File: config.mk
export PLATFORM = sky130hd
export DESIGN_NAME = video_timing_gen
export DESIGN_NICKNAME = d
export VERILOG_FILES = /design/src/rtl/video_timing_pkg.sv /design/src/rtl/timing_axis_counter.sv /design/src/rtl/video_timing_gen.sv
export SDC_FILE = /design/constraint.sdc
export NUM_CORES = 1
export LEC_CHECK = 0
export ABC_AREA = 1
export CAP_MARGIN = 25
export CORE_MARGIN = 1
export CORE_UTILIZATION = 31
export DETAILED_ROUTE_END_ITERATION = 8
export GPL_ROUTABILITY_DRIVEN = 0
export PLACE_DENSITY = 0.62
export SETUP_SLACK_MARGIN = 0.05
export SLEW_MARGIN = 20
export SYNTH_ARGS = -nofsm -noshare
export SYNTH_HDL_FRONTEND = slang
export SYNTH_SLANG_ARGS = --single-unit
export TNS_END_PERCENT = 50
File: constraint.sdc
create_clock -name i_clk -period 1.5 [get_ports i_clk]
set_input_delay 0.375 -clock i_clk [delete_from_list [all_inputs] [get_ports i_clk]]
set_output_delay 0.375 -clock i_clk [all_outputs]
set_load 0.02 [all_outputs]
File: src/rtl/video_timing_pkg.sv
// Shared axis state enum, default 640x480@60 timing constants and the axis decode helper.
// Latency: n/a (types, constants and a pure function).
// Backpressure: n/a.
package video_timing_pkg;

    localparam int CNT_W         = 13;
    localparam int CNT_MAX_TOTAL = 8191;

    // Default 640x480 timing: horizontal in pixels, vertical in lines.
    localparam int DEF_H_RESOLUTION = 640;
    localparam int DEF_H_FRONT      = 16;
    localparam int DEF_H_SYNC       = 96;
    localparam int DEF_H_BACK       = 48;
    localparam int DEF_V_RESOLUTION = 480;
    localparam int DEF_V_FRONT      = 10;
    localparam int DEF_V_SYNC       = 2;
    localparam int DEF_V_BACK       = 33;

    // Each axis walks ACTIVE -> FRONT -> SYNC -> BACK, with ACTIVE starting at count 0.
    typedef enum logic [1:0] {
        ACTIVE = 2'd0,
        FRONT  = 2'd1,
        SYNC   = 2'd2,
        BACK   = 2'd3
    } axis_state_t;

    // Map a raw count onto its region given the first count of each later region.
    function automatic axis_state_t axis_decode(
        input logic [CNT_W-1:0] cnt,
        input logic [CNT_W-1:0] front_start,
        input logic [CNT_W-1:0] sync_start,
        input logic [CNT_W-1:0] back_start
    );
        if (cnt < front_start) begin
            return ACTIVE;
        end else if (cnt < sync_start) begin
            return FRONT;
        end else if (cnt < back_start) begin
            return SYNC;
        end else begin
            return BACK;
        end
    endfunction

endpackage

File: src/rtl/timing_axis_counter.sv
// One timing axis: wrapping counter 0..TOTAL-1 plus combinational region decode.
// Latency: count updates on the edge where adv_en is high; wrap/state are combinational from count.
// Backpressure: none; the counter holds whenever adv_en is low.
module timing_axis_counter
    import video_timing_pkg::*;
#(
    parameter int ACTIVE_LEN = DEF_H_RESOLUTION,
    parameter int FRONT_LEN  = DEF_H_FRONT,
    parameter int SYNC_LEN   = DEF_H_SYNC,
    parameter int BACK_LEN   = DEF_H_BACK
) (
    input  logic             i_clk,
    input  logic             i_rst_n,
    input  logic             adv_en,
    output logic [CNT_W-1:0] count,
    output logic             wrap,
    output axis_state_t      state
);

    localparam int TOTAL = ACTIVE_LEN + FRONT_LEN + SYNC_LEN + BACK_LEN;

    localparam logic [CNT_W-1:0] LAST        = CNT_W'(TOTAL - 1);
    localparam logic [CNT_W-1:0] FRONT_START = CNT_W'(ACTIVE_LEN);
    localparam logic [CNT_W-1:0] SYNC_START  = CNT_W'(ACTIVE_LEN + FRONT_LEN);
    localparam logic [CNT_W-1:0] BACK_START  = CNT_W'(ACTIVE_LEN + FRONT_LEN + SYNC_LEN);

    // Wrap is only reported on a cycle that actually advances, so it can enable the next axis.
    assign wrap  = adv_en && (count == LAST);
    assign state = axis_decode(count, FRONT_START, SYNC_START, BACK_START);

    // Advance on enable, returning to 0 after the last count of the axis.
    always_ff @(posedge i_clk or negedge i_rst_n) begin
        if (!i_rst_n) begin
            count <= '0;
        end else if (adv_en) begin
            count <= wrap ? '0 : count + CNT_W'(1);
        end
    end

endmodule

File: src/rtl/video_timing_gen.sv
// Raster timing generator: x/y position, display enable, h/v sync and frame-start pulse.
// Latency: 1 cycle from counters to all outputs; with VIDEO_TIMING_SYNC_DELAY_EN the
// enable/sync/frame-start outputs take 2 cycles while o_x/o_y stay at 1. Backpressure: none, free-running.
module video_timing_gen #(
    parameter int H_RESOLUTION = video_timing_pkg::DEF_H_RESOLUTION,
    parameter int V_RESOLUTION = video_timing_pkg::DEF_V_RESOLUTION,
    parameter int H_FRONT      = video_timing_pkg::DEF_H_FRONT,
    parameter int H_SYNC       = video_timing_pkg::DEF_H_SYNC,
    parameter int H_BACK       = video_timing_pkg::DEF_H_BACK,
    parameter int V_FRONT      = video_timing_pkg::DEF_V_FRONT,
    parameter int V_SYNC       = video_timing_pkg::DEF_V_SYNC,
    parameter int V_BACK       = video_timing_pkg::DEF_V_BACK,
    parameter bit H_SYNC_POL   = 1'b0,
    parameter bit V_SYNC_POL   = 1'b0
) (
    input  logic        i_clk,
    input  logic        i_rst_n,
    output logic [12:0] o_x,
    output logic [12:0] o_y,
    output logic        o_disp_enable,
    output logic        o_hsync,
    output logic        o_vsync,
    output logic        o_frame_start
);

    import video_timing_pkg::*;

    localparam int H_TOTAL = H_RESOLUTION + H_FRONT + H_SYNC + H_BACK;
    localparam int V_TOTAL = V_RESOLUTION + V_FRONT + V_SYNC + V_BACK;

    // Counters are 13 bits wide, so totals beyond 8191 cannot be represented.
    if (H_TOTAL > CNT_MAX_TOTAL) begin : g_h_total_err
        $error("video_timing_gen: H_TOTAL %0d exceeds %0d", H_TOTAL, CNT_MAX_TOTAL);
    end
    if (V_TOTAL > CNT_MAX_TOTAL) begin : g_v_total_err
        $error("video_timing_gen: V_TOTAL %0d exceeds %0d", V_TOTAL, CNT_MAX_TOTAL);
    end

    logic [CNT_W-1:0] h_cnt;
    logic [CNT_W-1:0] v_cnt;
    logic             h_wrap;
    logic             v_wrap_unused;
    axis_state_t      h_state;
    axis_state_t      v_state;

    timing_axis_counter #(
        .ACTIVE_LEN (H_RESOLUTION),
        .FRONT_LEN  (H_FRONT),
        .SYNC_LEN   (H_SYNC),
        .BACK_LEN   (H_BACK)
    ) u_h_axis (
        .i_clk   (i_clk),
        .i_rst_n (i_rst_n),
        .adv_en  (1'b1),
        .count   (h_cnt),
        .wrap    (h_wrap),
        .state   (h_state)
    );

    // The vertical axis steps once per line, on the cycle the horizontal counter wraps.
    timing_axis_counter #(
        .ACTIVE_LEN (V_RESOLUTION),
        .FRONT_LEN  (V_FRONT),
        .SYNC_LEN   (V_SYNC),
        .BACK_LEN   (V_BACK)
    ) u_v_axis (
        .i_clk   (i_clk),
        .i_rst_n (i_rst_n),
        .adv_en  (h_wrap),
        .count   (v_cnt),
        .wrap    (v_wrap_unused),
        .state   (v_state)
    );

    logic de_s1;
    logic hs_s1;
    logic vs_s1;
    logic fs_s1;

    // First output stage: register position and decoded timing flags from the counters.
    always_ff @(posedge i_clk or negedge i_rst_n) begin
        if (!i_rst_n) begin
            o_x   <= '0;
            o_y   <= '0;
            de_s1 <= 1'b0;
            hs_s1 <= ~H_SYNC_POL;
            vs_s1 <= ~V_SYNC_POL;
            fs_s1 <= 1'b0;
        end else begin
            o_x   <= h_cnt;
            o_y   <= v_cnt;
            de_s1 <= (h_state == ACTIVE) && (v_state == ACTIVE);
            hs_s1 <= (h_state == SYNC) ? H_SYNC_POL : ~H_SYNC_POL;
            vs_s1 <= (v_state == SYNC) ? V_SYNC_POL : ~V_SYNC_POL;
            fs_s1 <= (h_cnt == '0) && (v_cnt == '0);
        end
    end

`ifdef VIDEO_TIMING_SYNC_DELAY_EN
    // Extra stage so enable/sync line up with a registered pixel pipeline fed by o_x/o_y.
    always_ff @(posedge i_clk or negedge i_rst_n) begin
        if (!i_rst_n) begin
            o_disp_enable <= 1'b0;
            o_hsync       <= ~H_SYNC_POL;
            o_vsync       <= ~V_SYNC_POL;
            o_frame_start <= 1'b0;
        end else begin
            o_disp_enable <= de_s1;
            o_hsync       <= hs_s1;
            o_vsync       <= vs_s1;
            o_frame_start <= fs_s1;
        end
    end
`else
    assign o_disp_enable = de_s1;
    assign o_hsync       = hs_s1;
    assign o_vsync       = vs_s1;
    assign o_frame_start = fs_s1;
`endif

endmodule
## Yosys cells after proc, flatten, opt, wreduce, memory -nomap -nowiden

Index checks and enable logic that the tools add are counted.

| word-level totals | value |
|---|---|
| bits in registers | 56 |
| input bits | 2 |
| output and inout port bits | 30 |
| word-level logic and storage cells | 37 |

| operators by class | value |
|---|---|
| $add $sub $neg | 2 |
| order comparisons | 6 |
| equal/unequal tests | 4 |
| mux-type cells | 10 |
| reductions and logical operators | 7 |

Operator list:

| kind | number |
|---|---|
| 13-bit by 10-bit less-than comparator with 1-bit output (second input constant) | 3 |
| 13-bit by 9-bit less-than comparator with 1-bit output (second input constant) | 3 |
| 13-bit by 1-bit adder with 13-bit output (second input constant) | 2 |
| 13-bit by 10-bit == test with 1-bit output (second input constant) | 2 |
| 13-bit zero test | 2 |
| 13-bit 2-to-1 mux | 2 |
| 2-bit 2-to-1 mux | 4 |
| 2-bit == test (second input constant) | 2 |
| 2-bit zero test | 2 |
| 1-bit 2-to-1 mux | 4 |
| 1-bit logical AND | 3 |

## Longest topological paths before layout

| logic depth | value |
|---|---|
| depth in word-level cells | 6 |
| mapped depth | 9 |
| depth with buffers taken out | 8 |

## Modules after synthesis

From an unflattened synthesis, not the netlist that was laid out.

| second synthesis, totals | value |
|---|---|
| cell total of the unflattened synthesis | 310 |
| area, all modules | 2585.0 um^2 |

Modules (own cells, without submodules):

| module | instances | cells each | area an instance (um^2) | seq. area each (um^2) |
|---|---|---|---|---|
| timing_axis_counter (u_v_axis) | 1 | 126 | 888.4 | 325.3 |
| video_timing_gen | 1 | 61 | 877.1 | 753.2 |
| timing_axis_counter (u_h_axis) | 1 | 123 | 819.5 | 325.3 |

## Least setup slack after synthesis

No wires, ideal clock.

| timing path | value |
|---|---|
| kind | register to register |
| from | register u_h_axis.count[0] |
| to | register u_v_axis.count[8] |
| library setup time | 0.119 ns |
| data arrival time | 1.319 ns |
| required time | 1.381 ns |
| slack | 0.062 ns |
| cell stages (with the launch flop) | 10 |
| buffers on the path | 1 |
| clock period less this slack | 1.438 ns |
| cells stage by stage | dfrtp_1 > ha_1 > nand2_2 > nor2_4 > nand3_2 > nor2_4 > inv_2 > buf_6 > nand2_1 > o21ai_2 |

| on the way | value |
|---|---|
| cells in the longest elaborated chain, start to end | 3 |

Ends and longest elaborated chain:

| item | line | RTL |
|---|---|---|
| start, declared | timing_axis_counter.sv:15 | `output logic [CNT_W-1:0] count,` |
| start signal, assigned | timing_axis_counter.sv:36 | `count <= wrap ? '0 : count + CNT_W'(1);` |
| 13-bit by 10-bit == test with 1-bit output * | timing_axis_counter.sv:28 | `assign wrap = adv_en && (count == LAST);` |
| 1-bit logical AND | timing_axis_counter.sv:28 |  |
| 13-bit 2-to-1 mux | timing_axis_counter.sv:36 |  |
| end signal, assigned | timing_axis_counter.sv:36 |  |
| end, declared | timing_axis_counter.sv:15 |  |

Every way passes the cells marked *; elsewhere a longest branch is shown, timed or not.
A chain may end at the register's enable or synchronous reset.

## Worst setup path in the final report

| timing path | value |
|---|---|
| from | register o_y[9] |
| to | output port o_y[9] |

RTL lines:

| item | line | RTL |
|---|---|---|
| start, declared | video_timing_gen.sv:19 | `output logic [12:0] o_y,` |
| start signal, assigned | video_timing_gen.sv:91 | `o_y <= v_cnt;` |

No word-level cell between the ends.

==> flow_metrics.py <==
metrics = {
    "die": {
        "coreArea_um2": 7330,
        "die_w_um": 89.7,
        "dieHeight_um": 89.7,
        "io_pins": 32,
        "initial_core_util_pct": 32.5,
        "die-area_um2": 8040,
        "row_count": 31,
    },
    "timing": {
        "period_minus_slack_ns": 1.40,
        "whs_ns": 0.0419,
        "rsz0062_at_grt": "yes",
        "relSlewSlack_pct": 72.3,
        "worst_slack_ns": 0.0988,
        "finalSetupViolations": 0,
        "drv_slew": 0,
        "worstMarginPinSlew_ns": 0.412,
        "clock_skew_ns": 0.0103,
        "period_share_pct": 93.4,
        "setup_tns_ns": 0,
        "max_freq_mhz": 714,
        "hold_violations": 0,
    },
    "place": {
        "post-place-ws_ns": 0.0444,
        "io_buffers": 31,
        "dpl-instance-area_um2": 2890,
        "dp_hpwl_mm": 3.25,
        "dp_cells": 389,
    },
    "worst_setup_path": {
        "crit_path_max_fanout": 1,
        "arrival_ns": 1.03,
        "reg2reg_slack_ns": 0.13,
        "crit_path_start_kind": "flip-flop",
        "crit_family": "flip-flops",
        "crit_path_top_delay_cell": "dfrtp_1",
        "required_ns": 1.12,
        "path_cells": "dlygate4sd2_1",
        "ff2ff_path_depth": 8,
        "critPathMaxStageDelay_ns": 0.39,
        "timing.rr.start": "u_h_axis.count[1]$_DFF_PN0_",
        "timing.rr.end": "u_v_axis.count[10]$_DFFE_PN0N_",
        "crit_buf_inv": 1,
        "end_kind": "output port",
        "worst-setup-path-type": "flip-flop to output port",
    },
    "clock_tree": {
        "htreeDepth": 2,
        "cts.path.max_buffers": 2,
        "cts_hold_buf": 0,
        "cts_tree": "yes",
        "numCtsBuffers": 5,
        "root_buffer": "clkbuf_8",
        "clock-sinks": 56,
        "path_clk_slew_ns": 0.10,
        "insertion_delay_ns": 0.31,
    },
    "yosys": {
        "netlist_area_um2": 2380,
        "ys_types": 27,
        "yosys.area.top_type_share_pct": 56.7,
        "netlist_instances": 251,
        "yosys.area_share.simple_pct": 24.7,
        "synth.largest_area_cell": "dfrtp_1",
        "synth_top_family_by_area": "simple AND/OR/NAND/NOR gates",
        "synth_fp_nets": 257,
        "synth_xor_area_share_pct": 4.78,
        "synth.ff_latch_count": 56,
        "syn_avg_cell_area_um2": 9.50,
        "ys_seq_area_share_pct": 58.9,
        "yosysWarnings": 0,
        "synth.area.mux_share_pct": 0,
        "synth-compound-area-share_pct": 2.99,
        "synth_fa_ha_area_share_pct": 2.10,
        "synthTopCellsByArea": "dfrtp_1, nand2_1, nor2_1",
    },
    "cells_and_area": {
        "layout_commonest_cell": "dfrtp_1",
        "final_cell_mix": "dfrtp_1, nand2_1, nor2_1",
        "drive_gt1_share_pct": 17.0,
        "final_cells": 399,
        "synthToLayoutAreaGrowth_pct": 26.8,
        "diodes": 0,
        "nets": 305,
        "fin_area_um2": 3020,
        "utilization_pct": 41.2,
        "nFillCells": 726,
    },
    "status": {
        "outcome": "finished clean",
    },
    "route": {
        "drc": 0,
        "drt-initial-drc-count": 137,
        "vias_per_cell": 4.46,
        "num_vias": 1778,
        "wl_per_cell_um": 11.8,
        "ant_nets": 0,
        "firstDrtPassIters": 4,
        "wirelength_mm": 4.72,
    },
    "global_routing": {
        "grt_overflow": 0,
        "track_usage_pct": 13.0,
        "grt_pass1_wl_mm": 7.78,
        "antenna_found_initial": 0,
        "grt_pass1_vias": 1637,
        "grt_max_degree": 57,
    },
    "power_and_ir_drop": {
        "ir_drop_uv": 303,
        "p_per_area_nw_per_um2": 787,
        "p_leak_nw": 1.55,
        "p_total_mw": 2.38,
    },
    "run": {
        "maxCapViolations": 0,
    },
    "min_path": {
        "hold_class": "primary input to async pin",
    },
}
-- routing by layer --
layer	wire length [um]	track usage, %	part of all wire [%]	up-vias
li1	-	-	-	895
met1	2330	17.8	49	833
met2	2090	19.3	44	42
met3	198	3.29	4.2	8
met4	103	5.92	2.2	0
met5	0	0	0	-
-- cell usage after synthesis, drive strengths merged --
| master | instances |
|---|---|
| nand3 | 21 |
| ha | 4 |
| nor2 | 33 |
| nor4 | 4 |
| nand2 | 54 |
| or2 | 1 |
| a21oi | 1 |
| nor3b | 2 |
| o21ai | 10 |
| dfrtp | 54 |
| nand3b | 1 |
| xor2 | 12 |
| nand4 | 8 |
| dfstp | 2 |
| buf | 8 |
| o2111ai | 1 |
| inv | 28 |
| nor3 | 6 |
| xnor2 | 1 |
-- registers in the layout, summed over array words and instances, names as in the netlist --
name	cells
o_vsync	1
o_hsync	1
o_y	13
u_v_axis.count	13
o_frame_start	1
o_disp_enable	1
o_x	13
u_h_axis.count	13
-- power breakdown --
part           internal [mW]  total (mW)  switching, mW
clock                  0.376       0.837          0.461
sequential              1.51        1.51              0
combinational        0.00646      0.0345         0.0280
total                   1.89        2.38          0.489
-- worst reg2reg max path, delay by kind of cell, from the launching register on --
kind / cells / cell delay, ns
fa+ha+maj: 1 / 0.17
flops: 1 / 0.40
simple gates: 5 / 0.52
buf+inv: 1 / 0.15
compound gates: 1 / 0.06
-- repair_timing --
item,CTS,global route
pin swaps,0,4
setup buffers,0,2
endpoints found under the setup margin,30,14
gates resized for setup,35,22
-- logic make-up (layout without fill, tap and decap cells) --
logic type | after synthesis | count (layout)
buf+inv | 36 | 85
simple gates | 130 | 130
fa+ha+maj | 4 | 4
flops | 56 | 56
compound gates | 12 | 12
xor+xnor | 13 | 13
-- worst max path at each step --
| stage | start | endpoint | slack, ns | depth (start not counted) |
|---|---|---|---|---|
| finish | o_y[9]$_DFF_PN0_ | o_y[9] | 0.1 | 1 |
| global route | u_h_axis.count[1]$_DFF_PN0_ | u_v_axis.count[0]$_DFFE_PN0N_ | 0.03 | 8 |
| CTS | o_vsync$_DFF_PN1_ | o_vsync | 0.05 | 1 |
| detailed placement | o_hsync$_DFF_PN1_ | o_hsync | 0.04 | 1 |
| global placement | o_hsync$_DFF_PN1_ | o_hsync | 0.04 | 1 |
| floorplan | u_h_axis.count[0]$_DFF_PN0_ | u_v_axis.count[8]$_DFFE_PN0N_ | 0.06 | 9 |
-- area by class of cell --
cell class / count / area, um^2 / share of cell area [%]
clock buffers: 7 / 86.3 / 2.86
clock inverters: 1 / 7.51 / 0.248
repair buffers: 49 / 415 / 13.7
inverters: 28 / 108 / 3.56
multi-input cells: 159 / 878 / 29.1
flip-flops and latches: 56 / 1400 / 46.4
well taps: 99 / 124 / 4.10
Power figures use the tool's default switching activity.
